**config.mk**
```make
export PLATFORM = sky130hd
export DESIGN_NAME = irq_controller_flat
export DESIGN_NICKNAME = d
export VERILOG_FILES = /design/src/rtl/irq_controller_if.sv /design/src/rtl/irq_controller.sv /design/src/flat_wrapper.sv
export SDC_FILE = /design/constraint.sdc
export NUM_CORES = 1
export LEC_CHECK = 0
export CAP_MARGIN = 20
export CORE_ASPECT_RATIO = 2
export CORE_UTILIZATION = 40
export DETAILED_ROUTE_END_ITERATION = 8
export GPL_ROUTABILITY_DRIVEN = 0
export PLACE_DENSITY = 0.8
export SETUP_SLACK_MARGIN = 0.1
export SLEW_MARGIN = 25
export SYNTH_ARGS = -nofsm -noshare
export SYNTH_HDL_FRONTEND = slang
export SYNTH_SLANG_ARGS = --single-unit
```
**constraint.sdc**
```tcl
create_clock -name clock -period 3.2 [get_ports clock]
set_input_delay 0.64 -clock clock [delete_from_list [all_inputs] [get_ports clock]]
set_output_delay 0.64 -clock clock [all_outputs]
set_load 0.02 [all_outputs]
```
**src/rtl/irq_controller_if.sv**
```systemverilog
// Bus bundle for irq_controller.
//   irq_sources  : raw level interrupt lines (asynchronous to the clock)
//   reset_irq    : one-cycle acknowledge that retires the in-service interrupt
//   irq/irq_addr : registered request and handler address to the control path
//   reg_*        : memory-mapped register-file port (combinational read)
// master = the system side (peripherals + control path + software),
// slave  = the controller itself.
interface irq_controller_if #(
  parameter int NUM_SOURCES = 8
);
  logic [NUM_SOURCES-1:0] irq_sources;
  logic                   reset_irq;
  logic                   irq;
  logic [15:0]            irq_addr;
  logic                   reg_write_en;
  logic [1:0]             reg_addr;
  logic [15:0]            reg_wdata;
  logic [15:0]            reg_rdata;

  modport master (
    output irq_sources, reset_irq, reg_write_en, reg_addr, reg_wdata,
    input  irq, irq_addr, reg_rdata
  );

  modport slave (
    input  irq_sources, reset_irq, reg_write_en, reg_addr, reg_wdata,
    output irq, irq_addr, reg_rdata
  );
endinterface

```
**src/rtl/irq_controller.sv**
```systemverilog
// irq_controller: synchronises and edge-detects up to 16 interrupt lines,
// latches them as pending, gates them with a mask and a global enable and
// presents the lowest-numbered eligible source to the control path as a
// single registered request plus handler address.
//
// Ports:
//   clock  : system clock, rising edge
//   reset  : asynchronous, active-low
//   bus    : irq_controller_if.slave (sources, acknowledge, request, registers)
//
// Register map (bits at or above NUM_SOURCES read 0 and ignore writes):
//   0 MASK    RW   bit i enables source i
//   1 PENDING R/W1C
//   2 CTRL    RW   bit 0 global enable
//   3 STATUS  RO   bit 15 in_service, bits 3:0 active index
module irq_controller #(
  parameter int          NUM_SOURCES  = 8,
  parameter logic [15:0] VECTOR_BASE  = 16'hFF00,
  parameter int          VECTOR_SHIFT = 2
) (
  input logic          clock,
  input logic          reset,
  irq_controller_if.slave bus
);

  localparam logic [15:0] SRC_MASK = 16'((32'd1 << NUM_SOURCES) - 32'd1);

  localparam logic [1:0] ADDR_MASK    = 2'd0;
  localparam logic [1:0] ADDR_PENDING = 2'd1;
  localparam logic [1:0] ADDR_CTRL    = 2'd2;
  localparam logic [1:0] ADDR_STATUS  = 2'd3;

  typedef enum logic [1:0] {
    IDLE     = 2'd0,
    SERVICE  = 2'd1,
    COOLDOWN = 2'd2
  } state_e;

  state_e                 state_q, state_d;
  logic [NUM_SOURCES-1:0] sync1_q, sync1_d;
  logic [NUM_SOURCES-1:0] sync2_q, sync2_d;
  logic [NUM_SOURCES-1:0] prev_q, prev_d;
  logic [15:0]            pending_q, pending_d;
  logic [15:0]            mask_q, mask_d;
  logic                   enable_q, enable_d;
  logic [3:0]             active_q, active_d;
  logic                   irq_q, irq_d;
  logic [15:0]            irq_addr_q, irq_addr_d;

  logic [15:0]            edge_vec;
  logic [15:0]            request;
  logic [15:0]            w1c_clr;
  logic [15:0]            retire_clr;
  logic                   wr_mask, wr_pend, wr_ctrl;
  logic                   retire;

  // Handler address wraps modulo 2^16 by construction of the 16-bit sum.
  function automatic logic [15:0] vector_addr(input logic [3:0] idx);
    return VECTOR_BASE + ({12'd0, idx} << VECTOR_SHIFT);
  endfunction

  // Fixed priority: the lowest set index wins.
  function automatic logic [3:0] lowest_set(input logic [15:0] v);
    logic [3:0] r;
    r = 4'd0;
    for (int i = 15; i >= 0; i--) begin
      if (v[i]) r = 4'(i);
    end
    return r;
  endfunction

  // Synchroniser, edge detect and register-file next state.
  always_comb begin
    sync1_d  = bus.irq_sources;
    sync2_d  = sync1_q;
    prev_d   = sync2_q;
    edge_vec = 16'(sync2_q & ~prev_q);

    wr_mask = bus.reg_write_en && (bus.reg_addr == ADDR_MASK);
    wr_pend = bus.reg_write_en && (bus.reg_addr == ADDR_PENDING);
    wr_ctrl = bus.reg_write_en && (bus.reg_addr == ADDR_CTRL);

    retire     = (state_q == SERVICE) && bus.reset_irq;
    retire_clr = retire ? (16'd1 << active_q) : 16'd0;
    w1c_clr    = wr_pend ? bus.reg_wdata : 16'd0;

    // A fresh edge wins over any clear landing in the same cycle.
    pending_d = ((pending_q & ~w1c_clr & ~retire_clr) | edge_vec) & SRC_MASK;
    mask_d    = wr_mask ? (bus.reg_wdata & SRC_MASK) : mask_q;
    enable_d  = wr_ctrl ? bus.reg_wdata[0] : enable_q;
  end

  // Arbitration FSM next state; arbitration sees the registered mask and
  // enable, so a write takes part in arbitration from the following cycle.
  always_comb begin
    state_d    = state_q;
    active_d   = active_q;
    irq_d      = irq_q;
    irq_addr_d = irq_addr_q;
    request    = enable_q ? (pending_q & mask_q) : 16'd0;

    unique case (state_q)
      IDLE: begin
        irq_d = 1'b0;
        if (request != 16'd0) begin
          active_d   = lowest_set(request);
          irq_addr_d = vector_addr(lowest_set(request));
          irq_d      = 1'b1;
          state_d    = SERVICE;
        end
      end
      SERVICE: begin
        // Active index and address are frozen until the acknowledge.
        if (bus.reset_irq) begin
          irq_d   = 1'b0;
          state_d = COOLDOWN;
        end
      end
      COOLDOWN: begin
        // One guaranteed low cycle between consecutive requests.
        irq_d   = 1'b0;
        state_d = IDLE;
      end
      default: begin
        irq_d   = 1'b0;
        state_d = IDLE;
      end
    endcase
  end

  always_ff @(posedge clock or negedge reset) begin
    if (!reset) begin
      sync1_q    <= '0;
      sync2_q    <= '0;
      prev_q     <= '0;
      pending_q  <= 16'd0;
      mask_q     <= 16'd0;
      enable_q   <= 1'b0;
      state_q    <= IDLE;
      active_q   <= 4'd0;
      irq_q      <= 1'b0;
      irq_addr_q <= 16'd0;
    end else begin
      sync1_q    <= sync1_d;
      sync2_q    <= sync2_d;
      prev_q     <= prev_d;
      pending_q  <= pending_d;
      mask_q     <= mask_d;
      enable_q   <= enable_d;
      state_q    <= state_d;
      active_q   <= active_d;
      irq_q      <= irq_d;
      irq_addr_q <= irq_addr_d;
    end
  end

  // Combinational register read; irq_q doubles as the in_service flag
  // because it is high exactly while the FSM sits in SERVICE.
  always_comb begin
    bus.reg_rdata = 16'd0;
    unique case (bus.reg_addr)
      ADDR_MASK:    bus.reg_rdata = mask_q;
      ADDR_PENDING: bus.reg_rdata = pending_q;
      ADDR_CTRL:    bus.reg_rdata = {15'd0, enable_q};
      ADDR_STATUS:  bus.reg_rdata = {irq_q, 11'd0, active_q};
      default:      bus.reg_rdata = 16'd0;
    endcase
  end

  assign bus.irq      = irq_q;
  assign bus.irq_addr = irq_addr_q;

endmodule

```
**src/flat_wrapper.sv**
```systemverilog
// flat-port wrapper written by rule: the top's interface ports become plain ports
module irq_controller_flat 
#(
  parameter int          NUM_SOURCES  = 8,
  parameter logic [15:0] VECTOR_BASE  = 16'hFF00,
  parameter int          VECTOR_SHIFT = 2
)
  (clock, reset, bus_irq_sources, bus_reset_irq, bus_reg_write_en, bus_reg_addr, bus_reg_wdata, bus_irq, bus_irq_addr, bus_reg_rdata);
  irq_controller_if #(.NUM_SOURCES(NUM_SOURCES)) bus_i ();
  input logic clock;
  input logic reset;
  input wire logic [$bits(bus_i.irq_sources)-1:0] bus_irq_sources;
  input wire logic [$bits(bus_i.reset_irq)-1:0] bus_reset_irq;
  input wire logic [$bits(bus_i.reg_write_en)-1:0] bus_reg_write_en;
  input wire logic [$bits(bus_i.reg_addr)-1:0] bus_reg_addr;
  input wire logic [$bits(bus_i.reg_wdata)-1:0] bus_reg_wdata;
  output wire logic [$bits(bus_i.irq)-1:0] bus_irq;
  output wire logic [$bits(bus_i.irq_addr)-1:0] bus_irq_addr;
  output wire logic [$bits(bus_i.reg_rdata)-1:0] bus_reg_rdata;
  assign bus_i.irq_sources = bus_irq_sources;
  assign bus_i.reset_irq = bus_reset_irq;
  assign bus_i.reg_write_en = bus_reg_write_en;
  assign bus_i.reg_addr = bus_reg_addr;
  assign bus_i.reg_wdata = bus_reg_wdata;
  assign bus_irq = bus_i.irq;
  assign bus_irq_addr = bus_i.irq_addr;
  assign bus_reg_rdata = bus_i.reg_rdata;
  irq_controller #(.NUM_SOURCES(NUM_SOURCES), .VECTOR_BASE(VECTOR_BASE), .VECTOR_SHIFT(VECTOR_SHIFT)) u_core (.clock(clock), .reset(reset), .bus(bus_i));
endmodule
```
==> key figures <==
Status
  – Run status: completed

Timing
  – Final slew viol count: 0
  – Slew headroom: 60.41%
  – RSZ-0062 raised after global routing: no
  – Final period util: 89.88%
  – Clock skew: 0.006307 ns
  – Setup-failing EPs final: 0
  – Final hold viol count: 0
  – Final setup TNS: 0 ns
  – Final worst slack: 0.3239 ns
  – Fmax: 347.7 MHz
  – Measured slew at the worst slew-check pin: 0.5939 ns
  – Fin crit period: 2.876 ns

Synthesis
  – Cell area after synthesis: 2066 sq um
  – Register area share after synthesis: 58.15%
  – Synth warnings: 0
  – Number of synthesized register bits: 48
  – Avg Inst Size Synth: 12.15 sq um
  – Library cells used by synthesis: 33
  – Synth Instances: 170

CTS
  – Clk slew on worst S/H paths: 0.08 ns
  – CTS resizes: 0
  – Root buffer cell: clkbuf_8
  – Total CTS buffers: 5
  – # H-tree levels: 2
  – Max Buffers Root-to-Sink: 2
  – Setup Fix Bufs, Post-CTS: 0
  – CTS tree: built
  – Hold buffers post-CTS: 0
  – Sink Count: 48
  – Clock Latency Late Sink: 0.29 ns

Finish
  – Area of the multi-input gates: 705.7 sq um
  – Area Growth Syn to Fin: 23.99%
  – Storage cell area: 1201 sq um
  – Fin nets: 240
  – Post-route cell area: 2561 sq um
  – Diodes inserted: 0
  – Share of layout cells above drive strength 1: 13.33%
  – Fillcell total: 444

Pwr
  – Max VDD drop: 0.4665 mV
  – Comb pwr share: 28.7%
  – Sw Ratio: 32.73%
  – Static Leak: 1.109 nW
  – Pwr Density: 656.6 nW/um^2
  – Seq pwr share: 48.8%
  – Clock share of power: 22.4%
  – Internal cell power: 1.131 mW
  – Switching power: 0.5503 mW

Route
  – DR pass1 iterations: 4
  – Post-DRT Antenna Nets: 0
  – Via density: 5.154
  – DR WL/cell: 14.83 um
  – Via count: 1376
  – DRT Wirelength: 3959 um
  – DRT iter0 DRCs: 14
  – Drc violations: 0

Global routing
  – First-pass GRT wire length: 6582 um
  – Number of global-route vias before repair: 1366
  – GR Util All Layers: 17.00%
  – Initial antenna violation count: 0
  – Largest net degree at the start of global routing: 49
  – GRT Residual Overflow: 0

Worst setup path
  – Slowest Stage Delay on Critical Path: 0.56 ns
  – Critical path fanouts, max: 14
  – Crit Path Category: primary input to output port
  – Startpoint types: primary input
  – CP Capture Type: output port
  – Slowest-stage cell, CP: clkdlybuf4s50_1
  – Worst EP arrival: 2.24 ns
  – Cell repeated most along the worst path: clkdlybuf4s50_1
  – Cell-by-cell trace of the critical path: clkdlybuf4s50_1, buf_12, mux2i_1, nor2_1, clkdlybuf4s50_1
  – WP data required: 2.56 ns

Floorplanning
  – Die area: 5473 sq um
  – Top-level I/O count: 63
  – Die width: 52.82 um
  – Core Box Area: 4910 sq um
  – # rows: 36
  – Initial Util: 42.07%
  – Die height: 103.6 um

Min path
  – Worst hold path type: primary input to async pin

Place
  – DP Area: 2462 sq um
  – Pre-CTS setup slack: 0.3255 ns
  – # port buffers: 42
  – Post-DP HPWL: 2933 um

Flow run
  – MaxCap Viol Count: 0
## worst paths after layout
| check | start | end | slack (ns) | depth (start not counted) |
|---|---|---|---|---|
| worst max-delay path | bus_reg_addr[0] | bus_reg_rdata[7] | 0.32 | 5 |
| worst min-delay path | reset | u_core.prev_q[2] | 0.35 | 1 |
| worst max register to register | u_core.mask_q[1] | u_core.active_q[0] | 1.71 | 4 |
| worst min register to register | u_core.sync1_q[7] | u_core.prev_d[7] | 0.35 | 0 |
| max in group asynchronous | reset | u_core.prev_d[4] | 2.45 | 1 |
| min in group clock | u_core.sync1_q[7] | u_core.prev_d[7] | 0.35 | 0 |
## flip-flops by register name (all words and copies together) (netlist names)
name,flops
u_core.bus.irq_addr,2
u_core.sync1_q,8
u_core.enable_q,1
u_core.pending_q,8
u_core.prev_q,8
u_core.state_q,2
u_core.prev_d,8
u_core.bus.irq,1
u_core.mask_q,8
u_core.active_q,2
## metrics by stage
stage	hold WS, ns	instances	power (mW)	util [%]
detailed placement	0.3365	260	1.318	50.15
global placement	0.3316	260	1.298	50.15
global route	0.3609	267	1.782	52.17
finish	0.3463	267	1.682	52.17
CTS	0.3554	267	1.704	52.12
floorplan	0.3312	181	1.108	-
## metal layers
metal  up-vias  GRT usage, %  wire length (um)
met5         -             0                 0
met4         0         11.09               196
met3        13         3.231               186
met2        63         29.93              2290
met1       669         16.76              1284
li1        631             -                 -
## cells in the mapped netlist
cell type   n  share of area [%]
a22oi_4     1                1.0
nand4_1     1               0.30
buf_4      20                7.3
o311ai_0    1               0.42
nor2_1      5               0.91
o31ai_1     1               0.36
o21ai_0    12                2.9
nand2_1    19                3.5
mux2_4      1               0.73
o311ai_1    1               0.42
conb_1      1               0.18
dfrtp_1    48                 58
and3_1      1               0.30
and3b_2     1               0.48
inv_1      11                2.0
nand3_1     3               0.73
nand3_4     1               0.85
or2b_1      1               0.36
a22oi_1     3                1.1
buf_2       1               0.24
a22oi_2     1               0.61
and3b_1     1               0.42
mux4_2      1                1.1
clkbuf_1    1               0.18
o211ai_1    6                2.2
o21ai_4     1               0.79
a21oi_1     3               0.73
a311oi_1    1               0.42
mux2i_1     7                3.4
nor3b_4     2                1.8
nand3b_1    1               0.36
nand2b_1    3               0.91
mux2_2      9                4.9
## cell families after synthesis
kind of cell	after synthesis	share of synthesized area (%)
buffers and inverters	33	9.691
other	1	0.1815
flip-flops	48	58.15
AND/OR/NAND/NOR	39	10.90
AO/OA/AOI/OAI	31	10.96
multiplexers	18	10.12
## placed cells by master (no fill, tap or decap), types with 2 or more instances in the layout
cell type / netlist / final
nand3_1: 3 / 3
o21ai_0: 12 / 12
a21oi_1: 3 / 3
clkdlybuf4s50_1: 0 / 41
nor3b_4: 2 / 2
nand2_1: 19 / 19
mux2_2: 9 / 9
clkbuf_8: 0 / 7
nor2_1: 5 / 5
o211ai_1: 6 / 6
a22oi_1: 3 / 3
mux2i_1: 7 / 7
dfrtp_1: 48 / 48
buf_4: 20 / 2
nand2b_1: 3 / 3
inv_1: 11 / 11
conb_1: 1 / 12
## power by group through the flow
| stage | Clock, mW | Combinational (mW) | Sequential [mW] |
|---|---|---|---|
| final | 0.377 | 0.483 | 0.821 |
| after global routing | 0.418 | 0.527 | 0.836 |
| after CTS | 0.396 | 0.488 | 0.821 |
| after detailed placement | 0 | 0.486 | 0.833 |
| after global placement | 0 | 0.473 | 0.825 |
| after floorplan | 0 | 0.281 | 0.827 |
## worst max-delay path: cells and delay by family
kind	cells	cell delay, ns
multiplexers	1	0.27
AND/OR/NAND/NOR	1	0.09
buffers and inverters	3	1.23
## area by class of cell
type | count | share of cell area, %
Clock buffer | 7 | 3.762
Inverter | 11 | 1.612
Multi-Input combinational cell | 100 | 27.55
Sequential cell | 48 | 46.90
Tap cell | 57 | 2.785
Timing Repair Buffer | 44 | 17.39
Power figures use the tool's default switching activity.
